$ cat config.mk
export PLATFORM = sky130hd
export DESIGN_NAME = int_request_ctrl
export DESIGN_NICKNAME = d
export VERILOG_FILES = /design/src/rtl/int_pkg.sv /design/src/rtl/int_prio_enc.sv /design/src/rtl/int_request_ctrl.sv
export SDC_FILE = /design/constraint.sdc
export NUM_CORES = 1
export LEC_CHECK = 0
export ABC_AREA = 1
export CAP_MARGIN = 25
export CORE_ASPECT_RATIO = 0.5
export CORE_MARGIN = 10
export CORE_UTILIZATION = 45
export DETAILED_ROUTE_END_ITERATION = 8
export PLACE_DENSITY = 0.75
export SLEW_MARGIN = 20
export SYNTH_ARGS = -nofsm -noshare
export SYNTH_HDL_FRONTEND = slang
export SYNTH_SLANG_ARGS = --single-unit
export TNS_END_PERCENT = 10
$ cat constraint.sdc
create_clock -name clk -period 1.75 [get_ports clk]
set_input_delay 0.175 -clock clk [delete_from_list [all_inputs] [get_ports clk]]
set_output_delay 0.175 -clock clk [all_outputs]
set_load 0.03 [all_outputs]
$ cat src/rtl/int_pkg.sv
// Shared definitions for the interrupt request controller.
//   int_state_e       : controller FSM states
//   INT_VECTOR_BASE   : default handler address for IRQ 0
//   INT_VECTOR_STRIDE : default byte distance between handler vectors
//   id_w()            : width of an IRQ index for a given line count
package int_pkg;

  typedef enum logic [2:0] {
    IDLE    = 3'd0,
    REQ     = 3'd1,
    VEC     = 3'd2,
    SERVICE = 3'd3,
    RET     = 3'd4,
    RJMP    = 3'd5
  } int_state_e;

  localparam logic [31:0] INT_VECTOR_BASE   = 32'h0000_0100;
  localparam int          INT_VECTOR_STRIDE = 16;

  // Never narrower than one bit, so a 2-line build still has a usable ID.
  function automatic int id_w(input int n);
    return (n <= 2) ? 1 : $clog2(n);
  endfunction

endpackage

$ cat src/rtl/int_prio_enc.sv
// Fixed-priority encoder: the lowest set index of req wins.
// Ports:
//   req   in  N     request vector
//   valid out 1     at least one request bit set
//   id    out ID_W  index of the winning request (0 when none)
module int_prio_enc #(
  parameter int N    = 8,
  parameter int ID_W = 3
) (
  input  logic [N-1:0]    req,
  output logic            valid,
  output logic [ID_W-1:0] id
);

  // Scanning downward lets the lowest index overwrite any higher one.
  always_comb begin
    valid = 1'b0;
    id    = '0;
    for (int i = N - 1; i >= 0; i--) begin
      if (req[i]) begin
        valid = 1'b1;
        id    = ID_W'(i);
      end
    end
  end

endmodule

$ cat src/rtl/int_request_ctrl.sv
// Interrupt initiator for the pipeline timing controller.
// Edge-captures IRQ lines, masks and prioritises them, requests a pipeline
// flush, redirects fetch to the handler vector, and on reti flushes again
// and redirects back to the saved return PC.
//
// Build option: define INT_NEST_EN to allow a lower-index interrupt to
// preempt a running handler, with a NEST_DEPTH-entry return stack.
//
// Ports:
//   clk         in   1        core clock
//   rst_n       in   1        asynchronous active-low reset
//   irq         in   IRQ_NUM  level IRQ lines, synchronous to clk
//   irq_mask    in   IRQ_NUM  1 = line enabled
//   gie         in   1        global interrupt enable
//   stall_in    in   1        pipeline freeze
//   cpu_rst_in  in   1        synchronous CPU restart
//   ret_pc      in   ADDR_W   PC of the oldest uncommitted instruction
//   reti_in     in   1        execute retired a reti (one-cycle pulse)
//   int_ask     out  1        pipeline-flush request
//   jump_en     out  1        one-cycle fetch redirect strobe
//   jump_addr   out  ADDR_W   redirect target, valid with jump_en
//   in_service  out  1        a handler is running
//   active_id   out  ID_W     ID of the IRQ being serviced
//   pending     out  IRQ_NUM  pending register
//
// state   | meaning
// --------+------------------------------------------------------------
// IDLE    | no handler running; accept the best enabled pending IRQ
// REQ     | int_ask high; waiting for an unstalled cycle to flush
// VEC     | jump_en to the handler vector, epc already saved
// SERVICE | handler running; waiting for reti
// RET     | int_ask high; waiting for an unstalled cycle to flush
// RJMP    | jump_en back to epc
module int_request_ctrl
  import int_pkg::*;
#(
  parameter int          IRQ_NUM       = 8,
  parameter int          ADDR_W        = 32,
  parameter logic [31:0] VECTOR_BASE   = INT_VECTOR_BASE,
  parameter int          VECTOR_STRIDE = INT_VECTOR_STRIDE,
  parameter int          NEST_DEPTH    = 2
) (
  input  logic                       clk,
  input  logic                       rst_n,
  input  logic [IRQ_NUM-1:0]         irq,
  input  logic [IRQ_NUM-1:0]         irq_mask,
  input  logic                       gie,
  input  logic                       stall_in,
  input  logic                       cpu_rst_in,
  input  logic [ADDR_W-1:0]          ret_pc,
  input  logic                       reti_in,
  output logic                       int_ask,
  output logic                       jump_en,
  output logic [ADDR_W-1:0]          jump_addr,
  output logic                       in_service,
  output logic [id_w(IRQ_NUM)-1:0]   active_id,
  output logic [IRQ_NUM-1:0]         pending
);

  localparam int ID_W = id_w(IRQ_NUM);
  localparam logic [IRQ_NUM-1:0] IRQ_ONE = IRQ_NUM'(1);

  if (IRQ_NUM < 2 || IRQ_NUM > 32 || NEST_DEPTH < 1) begin : g_param_chk
    $error("int_request_ctrl: IRQ_NUM must be 2..32 and NEST_DEPTH >= 1");
  end

  int_state_e          state;
  logic [IRQ_NUM-1:0]  irq_q;
  logic [IRQ_NUM-1:0]  rise;
  logic [IRQ_NUM-1:0]  cand;
  logic [IRQ_NUM-1:0]  clr;
  logic                cand_valid;
  logic [ID_W-1:0]     cand_id;
  logic                accept;
  logic [ADDR_W-1:0]   epc;
  logic [ADDR_W-1:0]   vec_addr;

  assign rise = irq & ~irq_q;
  assign cand = pending & irq_mask;

  int_prio_enc #(
    .N    (IRQ_NUM),
    .ID_W (ID_W)
  ) u_prio (
    .req   (cand),
    .valid (cand_valid),
    .id    (cand_id)
  );

  // active_id is already frozen by the time the vector is needed.
  assign vec_addr = ADDR_W'(VECTOR_BASE) + ADDR_W'(active_id) * ADDR_W'(VECTOR_STRIDE);

`ifdef INT_NEST_EN
  localparam int SP_W = $clog2(NEST_DEPTH + 1);
  localparam int IX_W = (NEST_DEPTH <= 1) ? 1 : $clog2(NEST_DEPTH);

  logic [SP_W-1:0]   sp;
  logic [ADDR_W-1:0] epc_stk [NEST_DEPTH];
  logic [ID_W-1:0]   id_stk  [NEST_DEPTH];
  logic [IX_W-1:0]   push_ix;
  logic [IX_W-1:0]   pop_ix;
  logic              stk_full;
  logic              stk_empty;
  logic              preempt;

  assign push_ix   = IX_W'(sp);
  assign pop_ix    = IX_W'(sp - SP_W'(1));
  assign stk_full  = (sp == SP_W'(NEST_DEPTH));
  assign stk_empty = (sp == '0);

  // A retiring handler is not preempted; the new IRQ stays pending and is
  // reconsidered once the return has completed.
  assign preempt = (state == SERVICE) && !reti_in && gie && cand_valid &&
                   (cand_id < active_id) && !stk_full;

  always_comb begin
    accept = 1'b0;
    if ((state == IDLE) && gie && cand_valid) accept = 1'b1;
    if (preempt) accept = 1'b1;
  end
`else
  always_comb begin
    accept = 1'b0;
    if ((state == IDLE) && gie && cand_valid) accept = 1'b1;
  end
`endif

  assign clr = accept ? (IRQ_ONE << cand_id) : '0;

  always_ff @(posedge clk or negedge rst_n) begin
    if (!rst_n) begin
      state      <= IDLE;
      irq_q      <= '0;
      pending    <= '0;
      epc        <= '0;
      int_ask    <= 1'b0;
      jump_en    <= 1'b0;
      jump_addr  <= '0;
      in_service <= 1'b0;
      active_id  <= '0;
`ifdef INT_NEST_EN
      sp         <= '0;
      for (int i = 0; i < NEST_DEPTH; i++) begin
        epc_stk[i] <= '0;
        id_stk[i]  <= '0;
      end
`endif
    end else if (cpu_rst_in) begin
      state      <= IDLE;
      irq_q      <= '0;
      pending    <= '0;
      epc        <= '0;
      int_ask    <= 1'b0;
      jump_en    <= 1'b0;
      jump_addr  <= '0;
      in_service <= 1'b0;
      active_id  <= '0;
`ifdef INT_NEST_EN
      sp         <= '0;
      for (int i = 0; i < NEST_DEPTH; i++) begin
        epc_stk[i] <= '0;
        id_stk[i]  <= '0;
      end
`endif
    end else begin
      irq_q   <= irq;
      // A fresh edge on the accepted line re-arms it.
      pending <= (pending & ~clr) | rise;
      jump_en <= 1'b0;

      case (state)
        IDLE: begin
          if (accept) begin
            active_id <= cand_id;
            int_ask   <= 1'b1;
            state     <= REQ;
          end
        end

        REQ: begin
          if (!stall_in) begin
            epc       <= ret_pc;
            int_ask   <= 1'b0;
            jump_en   <= 1'b1;
            jump_addr <= vec_addr;
            state     <= VEC;
          end
        end

        VEC: begin
          in_service <= 1'b1;
          state      <= SERVICE;
        end

        SERVICE: begin
          if (reti_in) begin
            int_ask <= 1'b1;
            state   <= RET;
          end
`ifdef INT_NEST_EN
          else if (preempt) begin
            epc_stk[push_ix] <= epc;
            id_stk[push_ix]  <= active_id;
            sp               <= sp + SP_W'(1);
            active_id        <= cand_id;
            int_ask          <= 1'b1;
            state            <= REQ;
          end
`endif
        end

        RET: begin
          if (!stall_in) begin
            int_ask   <= 1'b0;
            jump_en   <= 1'b1;
            jump_addr <= epc;
`ifdef INT_NEST_EN
            in_service <= !stk_empty;
`else
            in_service <= 1'b0;
`endif
            state     <= RJMP;
          end
        end

        RJMP: begin
`ifdef INT_NEST_EN
          if (!stk_empty) begin
            epc       <= epc_stk[pop_ix];
            active_id <= id_stk[pop_ix];
            sp        <= sp - SP_W'(1);
            state     <= SERVICE;
          end else begin
            state <= IDLE;
          end
`else
          state <= IDLE;
`endif
        end

        default: state <= IDLE;
      endcase
    end
  end

endmodule
== After elaboration in Yosys (flattened, before gate mapping) ==
Cells that the tools add are included.

* Multiplexer cells: 46
* Equality and inequality tests: 10
* Multiply operators: 0
* Reductions and logical operators: 16
* Divide/modulo/power cells: 0
* Bitwise operators: 6
* Shift operators: 1
* Add/sub/neg operators: 1
* Order comparisons: 0

{| class="wikitable"
|+ Operators with widths
! cell !! number
|-
| 32-bit 2-to-1 mux || 6
|-
| 32-bit case mux with 2 select lines || 1
|-
| 3-bit 2-to-1 mux || 16
|-
| 8-bit bitwise AND || 3
|-
| 8-bit 2-to-1 mux || 3
|-
| 1-bit 2-to-1 mux || 17
|-
| 8-bit NOT || 2
|-
| 3-bit case mux with 5 select lines || 1
|-
| 3-bit inequality test (second input constant) || 4
|-
| 9-bit by 7-bit adder with 10-bit output (first input constant) || 1
|-
| 8-bit OR || 1
|-
| 4-bit AND reduction || 2
|-
| 1-bit by 3-bit left shift with 8-bit output (first input constant) || 1
|-
| 3-bit by 2-bit equality test with 1-bit output (second input constant) || 2
|-
| 2-bit AND reduction || 3
|-
| 2-bit nonzero test || 3
|-
| 3-bit nonzero test || 2
|-
| 4-bit nonzero test || 1
|-
| 3-bit by 1-bit equality test with 1-bit output (second input constant) || 1
|-
| 3-bit equality test (second input constant) || 1
|-
| 3-bit logical NOT || 1
|-
| 3-bit by 2-bit inequality test with 1-bit output (second input constant) || 1
|-
| 1-bit case mux with 3 select lines || 1
|-
| 3-bit AND reduction || 1
|-
| 4 further kinds || 5
|}

* Word-level logic and storage cells: 89
* Memories kept: 0
* Memory bits (read-only): 0
* Output and inout bits: 46
* Bits of input ports: 54
* Register bits: 89
* Memory bits (writable): 0
* Latch bits: 0

== Logic depth before layout (Yosys ltp) ==
* Word-level depth: 16
* Depth in mapped cells: 12
* Gate-level depth less buffers: 12

== Hierarchy ==
A second synthesis with hierarchy kept.

* Cell total of the unflattened synthesis: 447
* Area, all modules: 3912.5 µm²

{| class="wikitable"
|+ By module, submodules not included
! module !! area an instance (µm²) !! sequential area each (µm²) !! instances !! cells each
|-
| int_request_ctrl || 3813.7 || 2227.1 || 1 || 425
|-
| int_prio_enc || 98.8 || 0.0 || 1 || 22
|}

== Least setup slack after synthesis ==
No wires, ideal clock.

* Path type: register to register
* From: register pending[0]
* To: register pending[6]
* Data required time: 1.628 ns
* Buffers on the path: 0
* Arrival time: 1.401 ns
* Clock period less this slack: 1.523 ns
* Cell stages (with the launch flop): 10
* Path slack: 0.227 ns
* Path through: dfrtp_1 -> nand2_1 -> nand2_1 -> nor2_1 -> nand2_1 -> nand2_1 -> nor2_1 -> nand3_1 -> nand3_1 -> o21ai_1

* Word-level cells in the longest chain between the ends: 9
* Elaborated cells between the ends (all ways): 11
* Those cells by class: shift (1); mux (5); bitwise (4); reduce/logical (1)

{| class="wikitable"
|+ RTL lines
! element !! RTL line !! source
|-
| start, declared || int_request_ctrl.sv:57 || <nowiki>output logic [IRQ_NUM-1:0] pending</nowiki>
|-
| start signal, assigned || int_request_ctrl.sv:168 || <nowiki>pending <= (pending & ~clr) | rise;</nowiki>
|-
| 8-bit bitwise AND (*) || int_request_ctrl.sv:79 || <nowiki>assign cand = pending & irq_mask;</nowiki>
|-
| 1-bit 2-to-1 mux || int_prio_enc.sv:20 || <nowiki>if (req[i]) begin</nowiki>
|-
| 1-bit logical AND || int_request_ctrl.sv:124 || <nowiki>if ((state == IDLE) && gie && cand_valid) accept = 1'b1;</nowiki>
|-
| 1-bit 2-to-1 mux || int_request_ctrl.sv:124 ||
|-
| 8-bit 2-to-1 mux (*) || int_request_ctrl.sv:128 || <nowiki>assign clr = accept ? (IRQ_ONE << cand_id) : '0;</nowiki>
|-
| 8-bit NOT (*) || int_request_ctrl.sv:168 ||
|-
| 8-bit bitwise AND (*) || int_request_ctrl.sv:168 ||
|-
| 8-bit OR (*) || int_request_ctrl.sv:168 ||
|-
| 8-bit 2-to-1 mux (*) || int_request_ctrl.sv:148 || <nowiki>end else if (cpu_rst_in) begin</nowiki>
|}

Every way passes the cells marked *; elsewhere a longest branch is shown, timed or not.
A chain may end at the register's enable or synchronous reset.

== Worst setup path in the final report ==
* From: register active_id[0]
* To: output active_id[0]

{| class="wikitable"
|+ RTL lines
! element !! RTL line !! source
|-
| start, declared || int_request_ctrl.sv:56 || <nowiki>output logic [id_w(IRQ_NUM)-1:0] active_id,</nowiki>
|-
| start signal, assigned || int_request_ctrl.sv:174 || <nowiki>active_id <= cand_id;</nowiki>
|}

No word-level cell between the ends.

==> out/qor.log <==
qor: grt.globalRouteOverflowTotal 0
qor: synthesis.yosysTopAreaCellShare 58.15%
qor: pwr.power_leakage 2.485 nW
qor: critical_path.worst-path-buf-inv 1
qor: floorplan.design.die.area 12820 sq um
qor: clock_network.htree_num_levels 3
qor: route.detailroute.wirelength.met2 4.672 mm
qor: timing.slew_headroom 64.64%
qor: timing.timing.fmax 614.7 MHz
qor: clock_network.cts_buffers 9
qor: route.drc 0
qor: layout.finalCoreUtilization 65.62%
qor: route.via_per_inst 4.843
qor: timing.timing_max_transition_violations_final 0
qor: timing.period_share 92.96%
qor: synthesis.syn_area_per_cell 9.141 sq um
qor: clock_network.cts.sink_count 89
qor: layout.fillCellCount 679
qor: floorplan.core.rowCount 23
qor: route.dr_wl_met3 468 um
qor: critical_path.worst_ep_required_time 1.57 ns
qor: timing.layout_setup_ws 0.1231 ns
qor: timing.post-route-min-period 1.627 ns
qor: route.routedLengthMet1 4.114 mm
qor: critical_path.cpPeakStageDelay 0.70 ns
qor: route.wl 9.401 mm
qor: clock_network.cts_buffer_depth 2
qor: placed_design.dp.cells 627
qor: timing.report.final.hold_viol_count 0
qor: synthesis.synthesized_instance_count 419
qor: synthesis.ys_seq_elements 89
qor: synthesis.count_of_distinct_cell_types_in_the_synthesized_netlist 23
qor: floorplan.initial_utilization 47.03%
qor: synthesis.synth_area_leader_cell dfrtp_1
qor: timing.clock-skew-final 0.007596 ns
qor: synthesis.synth_seq_area_share 58.15%
qor: floorplan.die_width 150.5 um
qor: placed_design.gp_routability_congestion 0.8161
qor: hold_path.hold_path_class in2async
qor: floorplan.fp.dieH 85.24 um
qor: placed_design.port_buffers 99
qor: layout.layout.nets 581
qor: route.ant_nets 0
qor: timing.setup_viol_count_final 0
qor: critical_path.critPathTopFamily buffers and inverters
qor: grt.number_of_antenna_violations_at_the_first_check_in_global_routing 0
qor: placed_design.placement.setup.worst_slack 0.05099 ns
qor: synthesis.yosysWarningCount 0
qor: layout.area_growth 39.53%
qor: grt.grt_pass1_vias 3129
qor: synthesis.ys_top_cells_by_area dfrtp_1 58%, nand2_1 8.4%, o21ai_0 6.9%, nand3_1 6.4%, inv_1 5.8%
qor: timing.hold_slack 0.3536 ns
qor: route.vias 3119
qor: placed_design.place.detailed.hpwl 6.802 mm
qor: clock_network.cts-root-buf clkbuf_16
qor: timing.grt_setup_unrepaired true
qor: grt.gr-usage-all-layers 15.40%
qor: critical_path.path_max_fanout 3
qor: pwr.p_per_area 1085 nW/um^2
qor: timing.tightest_slew 0.5305 ns
qor: clock_network.worst_skew_pair.late_latency 0.34 ns
qor: floorplan.boundaryPins 100
qor: critical_path.critical_path.slowest_cell clkdlybuf4s50_1
qor: critical_path.class_of_the_most_critical_setup_path reg2out
qor: critical_path.path_cells clkdlybuf4s50_1
qor: run_status.run_status finished clean
qor: critical_path.cp.arrival 1.45 ns
qor: grt.grt_first_pass_wirelength 15.71 mm
qor: layout.multi_input_area 1240 sq um
qor: route.highest_layer met4
qor: route.drt_iter0_drc 148
qor: pwr.power.ir.vdd_worst 648.5 uV
qor: critical_path.worst_setup_path_start_kind flip-flop
qor: layout.ratio_of_cells_with_drive_above_1_in_the_final_layout 12.22%
qor: synthesis.synthesis.nets 473
qor: grt.grt_start_max_net_pins 40
qor: route.avgRoutedWirePerCell 14.60 um
qor: route.drt-pass1-iter-count 4
qor: timing.finalSetupTns 0 ns
qor: layout.n_antenna_cell 0
qor: flow_run.max-cap-violations 0
qor: clock_network.clkSlewWorstSetupHoldPaths 0.06 ns
qor: critical_path.setup.worst_path.end_class output pin
qor: floorplan.core-area 8144 sq um
qor: synthesis.mappedNetlistArea 3830 sq um
qor: layout.fin_cells 644
qor: layout.seqCellArea 2227 sq um
qor: clock_network.tritoncts yes
-- registers in the layout, summed over array words and instances (netlist names) --
| signal | count |
|---|---|
| jump_en | 1 |
| irq_q | 8 |
| pending | 8 |
| epc | 32 |
| jump_addr | 32 |
| active_id | 3 |
| in_service | 1 |
| int_ask | 1 |
| state | 3 |
-- final timing paths --
kind / from / end / slack (ns) / depth (start not counted)
setup / recovery: active_id[0] / active_id[0] / 0.12 / 1
hold / removal: rst_n / pending[0] / 0.35 / 2
setup reg to reg: state[0] / jump_addr[25] / 0.19 / 9
hold reg to reg: irq_q[3] / pending[3] / 0.42 / 1
max in group asynchronous: rst_n / pending[6] / 0.81 / 3
min in group clk: irq[4] / irq_q[4] / 0.36 / 3
-- placed cells by master, fill, tap and decap left out, types with 5 or more instances in the layout --
| cell type | instances |
|---|---|
| buf_4 | 10 |
| inv_2 | 5 |
| clkbuf_16 | 9 |
| inv_1 | 59 |
| o21ai_1 | 8 |
| nand2_1 | 85 |
| buf_12 | 5 |
| clkdlybuf4s50_1 | 98 |
| dfrtp_1 | 89 |
| o21ai_0 | 53 |
| nand3_1 | 49 |
| o21ai_2 | 18 |
| nor2_1 | 16 |
-- synthesized netlist by cell type (all sizes together) --
library cell	number
dfrtp	89
nand2	89
o21ai	80
inv	64
nand3	49
nor2	22
buf	14
a21oi	3
clkbuf	3
nand4	2
nor3	2
nand3b	1
o21bai	1
-- timing repair --
action / in CTS / in global routing
hold buffers: 1 / 0
buffers inserted: 0 / 0
resized for setup: 0 / 3
endpoints found under the hold margin: 36 / 0
endpoints found under the setup margin: 0 / 8
-- power breakdown --
| group | internal (mW) | switching, mW | total (mW) |
|---|---|---|---|
| sequential | 2.27 | 0.114 | 2.38 |
| combinational | 0.502 | 0.790 | 1.29 |
| clock | 1.33 | 0.790 | 2.12 |
-- kinds of logic (layout without fill, tap and decap cells) --
| family | Yosys count | in the layout | share of synthesized area, % |
|---|---|---|---|
| AND/OR/NAND/NOR | 165 | 165 | 18.78 |
| flip-flops | 89 | 89 | 58.15 |
| AO/OA/AOI/OAI | 84 | 84 | 13.39 |
| buffers and inverters | 81 | 194 | 9.670 |
-- metrics by stage --
stage                     area [sq um]  power (mW)
after floorplan                   3830       3.202
after global routing              5344       6.132
after global placement            4996       3.683
after CTS                         5336       5.835
after detailed placement          4996       3.707
final                             5344       5.799
-- per-layer routing --
metal / up-vias / GRT usage (%)
met1: 1487 / 18.56
li1: 1552 / -
met2: 67 / 25.57
met4: 0 / 5.702
met5: - / 0
met3: 13 / 4.661
-- final cells by class --
type | instances | area share (%)
sequential | 89 | 41.68
multi-input combinational | 249 | 23.20
timing repair buffer | 114 | 21.82
clock buffer | 12 | 4.800
inverter | 64 | 4.495
tap | 112 | 2.622
clock inverter | 4 | 1.381
No activity file was read; power rests on OpenSTA's default activity.
